`src/rtl/vec_pkg.sv`:
```
// Shared vector datapath types: lane/vector typing for the vector load unit
// and the vector ALU operand paths.
package vec_pkg;

    localparam int N  = 20;           // lane / memory word width
    localparam int V  = 8;            // lanes per vector
    localparam int AW = 20;           // memory address width
    localparam int LW = $clog2(V);    // lane index width

    typedef logic [N-1:0]         lane_t;
    typedef logic [V-1:0][N-1:0]  vec_t;
    typedef logic [AW-1:0]        addr_t;

    typedef enum logic [1:0] {
        VL_IDLE,
        VL_ISSUE,
        VL_LAST
    } vload_state_t;

endpackage

```
`src/rtl/vec_load_unit.sv`:
```
// Vector load unit: gathers V words from the scalar data memory at
// base + i*stride and presents them as one V-lane vector with a done pulse.
//
// Handshake: start is sampled only while busy=0 (IDLE, including the done
// cycle); an accepted start latches base_addr/stride, busy rises the next
// cycle and stays high until the last lane is captured; done pulses for one
// cycle with the new vec_out. start while busy=1 is dropped, never queued.
module vec_load_unit
    import vec_pkg::*;
(
    input  logic                 clk,
    input  logic                 reset,
    input  logic                 start,
    input  logic [AW-1:0]        base_addr,
    input  logic [AW-1:0]        stride,
    output logic                 busy,
    output logic                 done,
    output logic [V-1:0][N-1:0]  vec_out,
    output logic                 mem_rd_en,
    output logic [AW-1:0]        mem_addr,
    input  logic [N-1:0]         mem_rdata
);

    vload_state_t   state;
    vload_state_t   state_nxt;
    logic [LW-1:0]  lane_idx;
    addr_t          stride_q;
    vec_t           lane_buf;
    vec_t           last_vec;

    // State register.
    always_ff @(posedge clk) begin
        if (reset) begin
            state <= VL_IDLE;
        end else begin
            state <= state_nxt;
        end
    end

    // Next-state logic: one ISSUE cycle per lane, then a single LAST cycle
    // to catch the final read's data.
    always_comb begin
        state_nxt = state;
        unique case (state)
            VL_IDLE:  if (start) state_nxt = VL_ISSUE;
            VL_ISSUE: if (lane_idx == LW'(V - 1)) state_nxt = VL_LAST;
            VL_LAST:  state_nxt = VL_IDLE;
            default:  state_nxt = VL_IDLE;
        endcase
    end

    assign busy      = (state != VL_IDLE);
    assign mem_rd_en = (state == VL_ISSUE);

    // Final vector: buffered lanes 0..V-2 plus the word arriving in LAST.
    always_comb begin
        last_vec        = lane_buf;
        last_vec[V - 1] = mem_rdata;
    end

    // Address generator, lane counter, capture buffer and output vector.
    // Read data trails the address by one cycle, so in the ISSUE cycle for
    // lane i the bus carries lane i-1's word.
    always_ff @(posedge clk) begin
        if (reset) begin
            mem_addr <= '0;
            stride_q <= '0;
            lane_idx <= '0;
            lane_buf <= '0;
            vec_out  <= '0;
            done     <= 1'b0;
        end else begin
            done <= 1'b0;
            unique case (state)
                VL_IDLE: begin
                    if (start) begin
                        mem_addr <= base_addr;
                        stride_q <= stride;
                        lane_idx <= '0;
                    end
                end
                VL_ISSUE: begin
                    if (lane_idx != '0) begin
                        lane_buf[lane_idx - LW'(1)] <= mem_rdata;
                    end
                    // Hold the last address once lane V-1 has been issued.
                    if (lane_idx != LW'(V - 1)) begin
                        mem_addr <= mem_addr + stride_q;
                        lane_idx <= lane_idx + LW'(1);
                    end
                end
                VL_LAST: begin
                    vec_out  <= last_vec;
                    done     <= 1'b1;
                    lane_idx <= '0;
                end
                default: ;
            endcase
        end
    end

endmodule

```
`config.mk`:
```
export PLATFORM = sky130hd
export DESIGN_NAME = vec_load_unit
export DESIGN_NICKNAME = d
export VERILOG_FILES = /design/src/rtl/vec_pkg.sv /design/src/rtl/vec_load_unit.sv
export SDC_FILE = /design/constraint.sdc
export NUM_CORES = 1
export LEC_CHECK = 0
export CORE_ASPECT_RATIO = 1.5
export CORE_MARGIN = 2
export CORE_UTILIZATION = 30
export DETAILED_ROUTE_END_ITERATION = 10
export MAX_ROUTING_LAYER = met4
export SYNTH_ARGS = -nofsm -noshare
export SYNTH_HDL_FRONTEND = slang
export SYNTH_SLANG_ARGS = --single-unit
```
`constraint.sdc`:
```
create_clock -name clk -period 2.7 [get_ports clk]
set_input_delay 0.54 -clock clk [delete_from_list [all_inputs] [get_ports clk]]
set_output_delay 0.54 -clock clk [all_outputs]
set_load 0.02 [all_outputs]
```
==> impl_results.md, run 1 <==
* Antenna Nets Post-Route at 0
* R2r startpoint: mem_addr[0]$_SDFFE_PP0P_
* Slew Limit Fails at 0
* CORE AREA at 43900 sq um
* Critical path arrival at 2.00 ns
* Final Cycle Share at 0.941
* P per Cell Area at 628 nW/um^2
* Type of the worst setup path: register to output pin
* Layout Utilization at 0.396
* Clock Path Buffers at 3
* NumNets Final at 1983
* Drt pass-1 iters at 5
* Overall routing resource usage at 0.189
* Routed WL at 43900 microns
* Slew Limit Headroom at 0.399
* Via count at 12073
* Synth Instances at 1718
* Io pins at 246
* Register area share after synthesis at 0.521
* CTS tree: yes
* Synth Flop Type: dfxtp_1
* Mapped cell area at 13300 sq um
* Total CTS buffers at 35
* Most common cell after layout, fill and taps aside: nand2_1
* GRT overflow at 0
* Starting DRT DRC Count at 700
* Hold_sp: reset
* Static Leakage at 0.00585 uW
* Min cycle time layout at 2.54 ns
* Reg-to-Reg End: mem_addr[18]$_SDFFE_PP0P_
* Final setup vio count at 0
* Max-Cap Viols at 0
* Cells on worst reg2reg path at 9
* Reg clk slew, reported paths at 0.06 ns
* Die footprint at 46100 sq um
* Die Span Y at 262 microns
* Resized cells post-CTS at 0
* IO buf count at 245
* Max VDD drop at 0.000379 V
* Seq cells post-synth at 346
* Global-route wire length before repair at 65900 microns
* GPL Wtd Cong at 0.906
* End of the worst hold path: mem_addr[6]$_SDFFE_PP0P_
* Critical path data required time at 2.16 ns
* EDFF count, synth at 0
* H-tree Lvls at 2
* TritonCTS Sinks at 346
* HP Class: input pin to register
* Cell chosen for the clock root: clkbuf_16
* Via density at 4.85
* FF-to-FF setup slack at 0.21 ns
* Slew @ Worst Pin at 0.902 ns
* Initial antenna violation count at 0
* Slowest stage delay, CP at 0.65 ns
* Startpoint types: register
* Final Total Pwr at 10900 uW
* Largest net degree at the start of global routing at 161
* Most frequent cells in the layout: nand2_1 (670), a21oi_1 (350), dfxtp_1 (344)
* Flip-flop and latch area at 6930 sq um
* DRC viols at 0
* Dpl hpwl at 28700 microns
* Final hold vios at 0
* FILL cells at 4445
* Unrepaired setup endpoints after global routing: false
* Status: finished, final reports clean
* ANT cells at 0
* Worst path bufs/invs at 2
* Worst setup startpoint: state[1]$_SDFFE_PP0P_
* Overall die width at 176 microns
* Hold buffers post-CTS at 0
* Via count of the first global-routing pass at 11197
* Asr flop ratio synth at 0
* Synth Warn # at 0
* Slowest CP cell: clkdlybuf4s50_1
* Fraction of layout cells with a size suffix above 1 at 0.0548
* DR WL/cell at 17.6 microns
* Post-CTS Repair Setup Buffers at 0
* Multi-input gate area at 5770 sq um
* Top delay family on crit path: buffers and inverters
* CP Capture Type: output pin
* Fmax at 393 MHz
* Fin Clk Skew at 0.0171 ns
* Post-Layout Cell Count at 2491
* Largest fanout on the critical path at 7
* Hold Path Stages at 2
* TNS Setup at 0 ns
* Post-synthesis area per instance at 7.74 sq um
* Worst-Skew Late Latency at 0.53 ns
* Inst Count DP at 2435
* Post-Syn Nets at 1805
* Cell Chain, Critical Path: nand2b_1 > inv_1 > clkdlybuf4s50_1
* Area grow syn2layout at 30.7%
* Synth unique cells at 54
* Starting Density at 0.303
* Row count at 94
==> worst max-delay path by stage <==
stage / to / slack (ns) / depth (start not counted)
3_5_place_dp: mem_addr[18]$_SDFFE_PP0P_ / 0.20 / 9
3_3_place_gp: lane_buf[65]$_SDFFE_PP0P_ / 0.36 / 8
6_report: mem_rd_en / 0.16 / 3
2_1_floorplan: mem_addr[18]$_SDFFE_PP0P_ / 0.44 / 9
4_1_cts: mem_rd_en / 0.02 / 3
5_1_grt: mem_addr[12]$_SDFFE_PP0P_ / 0.009 / 10
==> state kept, by name (all words and copies together) (netlist names) <==
signal    count
done          1
lane_buf    140
lane_idx      3
mem_addr     20
state         2
stride_q     20
vec_out     160
==> cell families after synthesis <==
family	after synthesis	synth area share
buffers and inverters	150	0.0482
AOI/OAI and AO/OA	430	0.176
adders and majority gates	24	0.0232
xor gates and xnor gates	9	0.00593
and+or+nand+nor	757	0.224
DFF	346	0.521
muxes	2	0.00151
==> stage by stage <==
stage / area, sq um / worst slack (ns) / hold WS (ns)
2_1_floorplan: 13300 / 0.440 / 0.432
3_3_place_gp: 16200 / 0.357 / 0.437
3_5_place_dp: 16200 / 0.205 / 0.443
4_1_cts: 17400 / 0.0215 / 0.362
5_1_grt: 17400 / 0.00860 / 0.382
6_report: 17400 / 0.158 / 0.388
==> worst reg2reg max path, stage by stage (launching register included) <==
cell and delay (ns):
dfxtp_1 0.37, ha_1 0.24, inv_1 0.08, fa_1 0.40
nor2b_2 0.18, o21bai_1 0.14, a2111o_1 0.50, a41oi_2 0.23
nor3_1 0.07, o31ai_1 0.20
==> routing by layer <==
layer	up-vias	GRT usage	wire length, microns
li1	5986	-	-
met1	5679	0.214	17500
met2	341	0.336	22500
met3	67	0.0362	2630
met4	0	0.0613	1260
met5	-	-	0
==> layout make-up <==
cell class	instances	share of cell area
clock buffers	47	0.0583
clock inverters	9	0.00663
inverters	13	0.00281
multi-input cells	1222	0.332
flip-flops and latches	346	0.399
well taps	576	0.0415
repair buffers	278	0.160
==> cell usage after synthesis, drive strengths merged, types with 2 or more instances <==
cell type | number | area [sq um]
nor3 | 10 | 50.1
and4 | 3 | 26.3
o21a | 5 | 37.5
dfxtp | 346 | 6930
a211oi | 8 | 60.1
xor2 | 6 | 52.6
a41oi | 2 | 25.0
a21oi | 350 | 1750
buf | 23 | 164
nand2 | 670 | 2510
xnor2 | 3 | 26.3
a221oi | 2 | 17.5
inv | 13 | 48.8
nand3 | 6 | 30.0
nor2b | 4 | 25.0
o311ai | 2 | 17.5
or4 | 3 | 22.5
o211ai | 4 | 30.0
a21o | 7 | 52.6
or3 | 10 | 62.6
clkbuf | 114 | 428
o21bai | 2 | 15.0
nand2b | 4 | 25.0
mux2i | 2 | 20.0
and3 | 9 | 56.3
or2 | 4 | 25.0
a311oi | 4 | 52.6
o21ai | 26 | 130
a31oi | 7 | 50.1
ha | 23 | 288
nor2 | 28 | 105
and2 | 2 | 12.5
==> power by group <==
group	internal [uW]	switching, uW	leakage [uW]	total [uW]
Clock	2820	2060	0.000550	4880
Combinational	315	512	0.00250	827
Sequential	5160	53.2	0.00279	5210
Total	8290	2620	0.00585	10900
Note: power is estimated with default switching activity, not from simulation.
==> run 2, diff against run 1 <==
ABC_CLOCK_PERIOD_IN_PS = 2700   (was not set)
==> results of run 2 <==
Same layout as run 1: the final DEF is identical, and so are final timing and power.
==> run 3, diff against run 2 <==
CELL_PAD_IN_SITES_DETAIL_PLACEMENT = 0   (was not set)
CELL_PAD_IN_SITES_GLOBAL_PLACEMENT = 2   (was not set)
PLACE_DENSITY_LB_ADDON = 0.1   (was not set)
REMOVE_ABC_BUFFERS = 1   (was not set)
SLEW_MARGIN = 20   (was not set)
==> run 3 against run 2 <==
Against the previous run:
- first-iteration DRC count grew 1.4%
- core utilization is essentially flat
- clock-buffer cell count grew 6
- largest power group unchanged
- final cell count is essentially flat
- routed wire length grew 2.2%
- sequential share of layout area is essentially flat
- critical path depth grew 7
- sequential power is essentially flat
- critical endpoint is now mem_addr[12]$_SDFFE_PP0P_
- clock skew grew 0.0026 ns
- clock power shrank 0.8%
==> impl_results.md, run 3 (synthesized netlist as in run 1, its figures left out) <==
* Status: finished, final reports clean (unchanged)
* Max VDD drop at 0.000355 V (was 0.000379 V)
* Die footprint at 46100 sq um (unchanged)
* CTS tree: yes (unchanged)
* Via count at 11918 (was 12073)
* Global-route wire length before repair at 67400 microns (was 65900 microns)
* Fmax at 408 MHz (was 393 MHz)
* Post-CTS Repair Setup Buffers at 0 (unchanged)
* P per Cell Area at 627 nW/um^2 (was 628 nW/um^2)
* Type of the worst setup path: register to register (was register to output pin)
* Overall routing resource usage at 0.196 (was 0.189)
* Most common cell after layout, fill and taps aside: nand2_1 (unchanged)
* Slew @ Worst Pin at 0.926 ns (was 0.902 ns)
* Fin Clk Skew at 0.0197 ns (was 0.0171 ns)
* Layout Utilization at 0.396 (about the same)
* Dpl hpwl at 28500 microns (was 28700 microns)
* Largest fanout on the critical path at 5 (was 7)
* HP Class: input pin to register (unchanged)
* Resized cells post-CTS at 1 (was 0)
* Via count of the first global-routing pass at 11141 (was 11197)
* Final Hold Slack at 0.311 ns (was 0.388 ns)
* Hold buffers post-CTS at 0 (unchanged)
* Final Cycle Share at 0.907 (was 0.941)
* NumNets Final at 1982 (was 1983)
* Worst-Skew Late Latency at 0.53 ns (about the same)
* Largest registers: vec_out x160, lane_buf x140 (unchanged)
* TritonCTS Sinks at 346 (unchanged)
* Area grow syn2layout at 30.5% (was 30.7%)
* GPL Wtd Cong at 0.817 (was 0.906)
* GRT overflow at 0 (unchanged)
* H-tree Lvls at 2 (unchanged)
* Routed WL at 44900 microns (was 43900 microns)
* Max-Cap Viols at 0 (unchanged)
* Starting Density at 0.303 (unchanged)
* Unrepaired setup endpoints after global routing: false (unchanged)
* Total CTS buffers at 38 (was 35)
* Reg clk slew, reported paths at 0.06 ns (about the same)
* Io pins at 246 (unchanged)
* Critical path arrival at 2.89 ns (was 2.00 ns)
* Critical path data required time at 3.14 ns (was 2.16 ns)
* DRC viols at 0 (unchanged)
* Slew Limit Fails at 0 (unchanged)
* Largest Register: vec_out (unchanged)
* Via density at 4.78 (was 4.85)
* Slew Limit Headroom at 0.383 (was 0.399)
* Cell chosen for the clock root: clkbuf_16 (unchanged)
* Clock Path Buffers at 3 (unchanged)
* Startpoint types: register (unchanged)
* CORE AREA at 43900 sq um (unchanged)
* Min cycle time layout at 2.45 ns (was 2.54 ns)
* Largest net degree at the start of global routing at 179 (was 161)
* Antenna Nets Post-Route at 0 (unchanged)
* Static Leakage at 0.00583 uW (was 0.00585 uW)
* Final hold vios at 0 (unchanged)
* Fraction of layout cells with a size suffix above 1 at 0.0522 (was 0.0548)
* FILL cells at 4633 (was 4445)
* Drt pass-1 iters at 6 (was 5)
* Most frequent cells in the layout: nand2_1 (670), a21oi_1 (350), dfxtp_1 (346) (was nand2_1 (670), a21oi_1 (350), dfxtp_1 (344))
* Initial antenna violation count at 0 (unchanged)
* DR WL/cell at 18.0 microns (was 17.6 microns)
* Final setup vio count at 0 (unchanged)
* Die Span Y at 262 microns (unchanged)
* Row count at 94 (unchanged)
* CP Capture Type: register (was output pin)
* Max FFs per register at 160 (unchanged)
* TNS Setup at 0 ns (unchanged)
* Overall die width at 176 microns (unchanged)
* ANT cells at 0 (unchanged)
* Starting DRT DRC Count at 710 (was 700)
* IO buf count at 245 (unchanged)
-- run 3: cell types whose count changed in the layout (fill, tap and decap cells not counted), moves of 3 or more --
cell       delta
nor2_2        +3
clkbuf_16     +3
nor2_1        -3
clkbuf_1      +6
clkbuf_8      -3
buf_4         -5
-- run 3: report_power, final --
part / switching, uW / total (uW) / internal, uW
Combinational: 512 / 821 / 310
Clock: 2080 / 4840 / 2760
Sequential: 54.4 / 5220 / 5160
Total: 2650 / 10900 / 8230
-- run 3: through the flow --
| stage | setup slack (ns) | cells | power (uW) | cell area [sq um] |
|---|---|---|---|---|
| after global routing | 0.0735 | 2493 | 11300 | 17400 |
| after detailed placement | 0.271 | 2431 | 6160 | 16200 |
| after global placement | 0.280 | 2431 | 6170 | 16200 |
| after CTS | 0.239 | 2493 | 11100 | 17400 |
| final | 0.250 | 2493 | 10900 | 17400 |
| after floorplan | -3.21 | 1581 | 5650 | 12700 |
-- run 3: final timing paths --
check | endpoint | slack (ns) | from | cells past startpoint
max | mem_addr[12]$_SDFFE_PP0P_ | 0.25 | mem_addr[0]$_SDFFE_PP0P_ | 10
min | mem_addr[4]$_SDFFE_PP0P_ | 0.31 | reset | 2
max reg2reg | mem_addr[12]$_SDFFE_PP0P_ | 0.25 | mem_addr[0]$_SDFFE_PP0P_ | 10
min reg2reg | vec_out[136]$_SDFFE_PP0P_ | 0.44 | lane_buf[136]$_SDFFE_PP0P_ | 2
-- run 3: area by class of cell --
cell class,instances,area (sq um),share of cell area
clock buffer,53,1070,0.0616
tap,576,721,0.0415
inverter,13,48.8,0.00281
multi-input combinational,1222,5770,0.332
sequential,346,6930,0.399
clock inverter,9,57.6,0.00332
timing repair buffer,274,2760,0.159
-- run 3: critical path: stages (launching register included) --
cell	delay (ns)
dfxtp_1	0.35
ha_1	0.21
inv_1	0.06
fa_1	0.37
nor2b_1	0.20
o21bai_1	0.15
a21oi_1	0.36
o21a_1	0.27
a21oi_1	0.11
xor2_1	0.15
o21ai_0	0.14
-- run 3: layer usage --
metal  track usage  part of all wire  up-vias
li1              -                 -     5984
met1         0.226              0.42     5595
met2         0.352              0.52      281
met3        0.0331             0.048       58
met4        0.0487             0.020        0
met5             -                 0        -
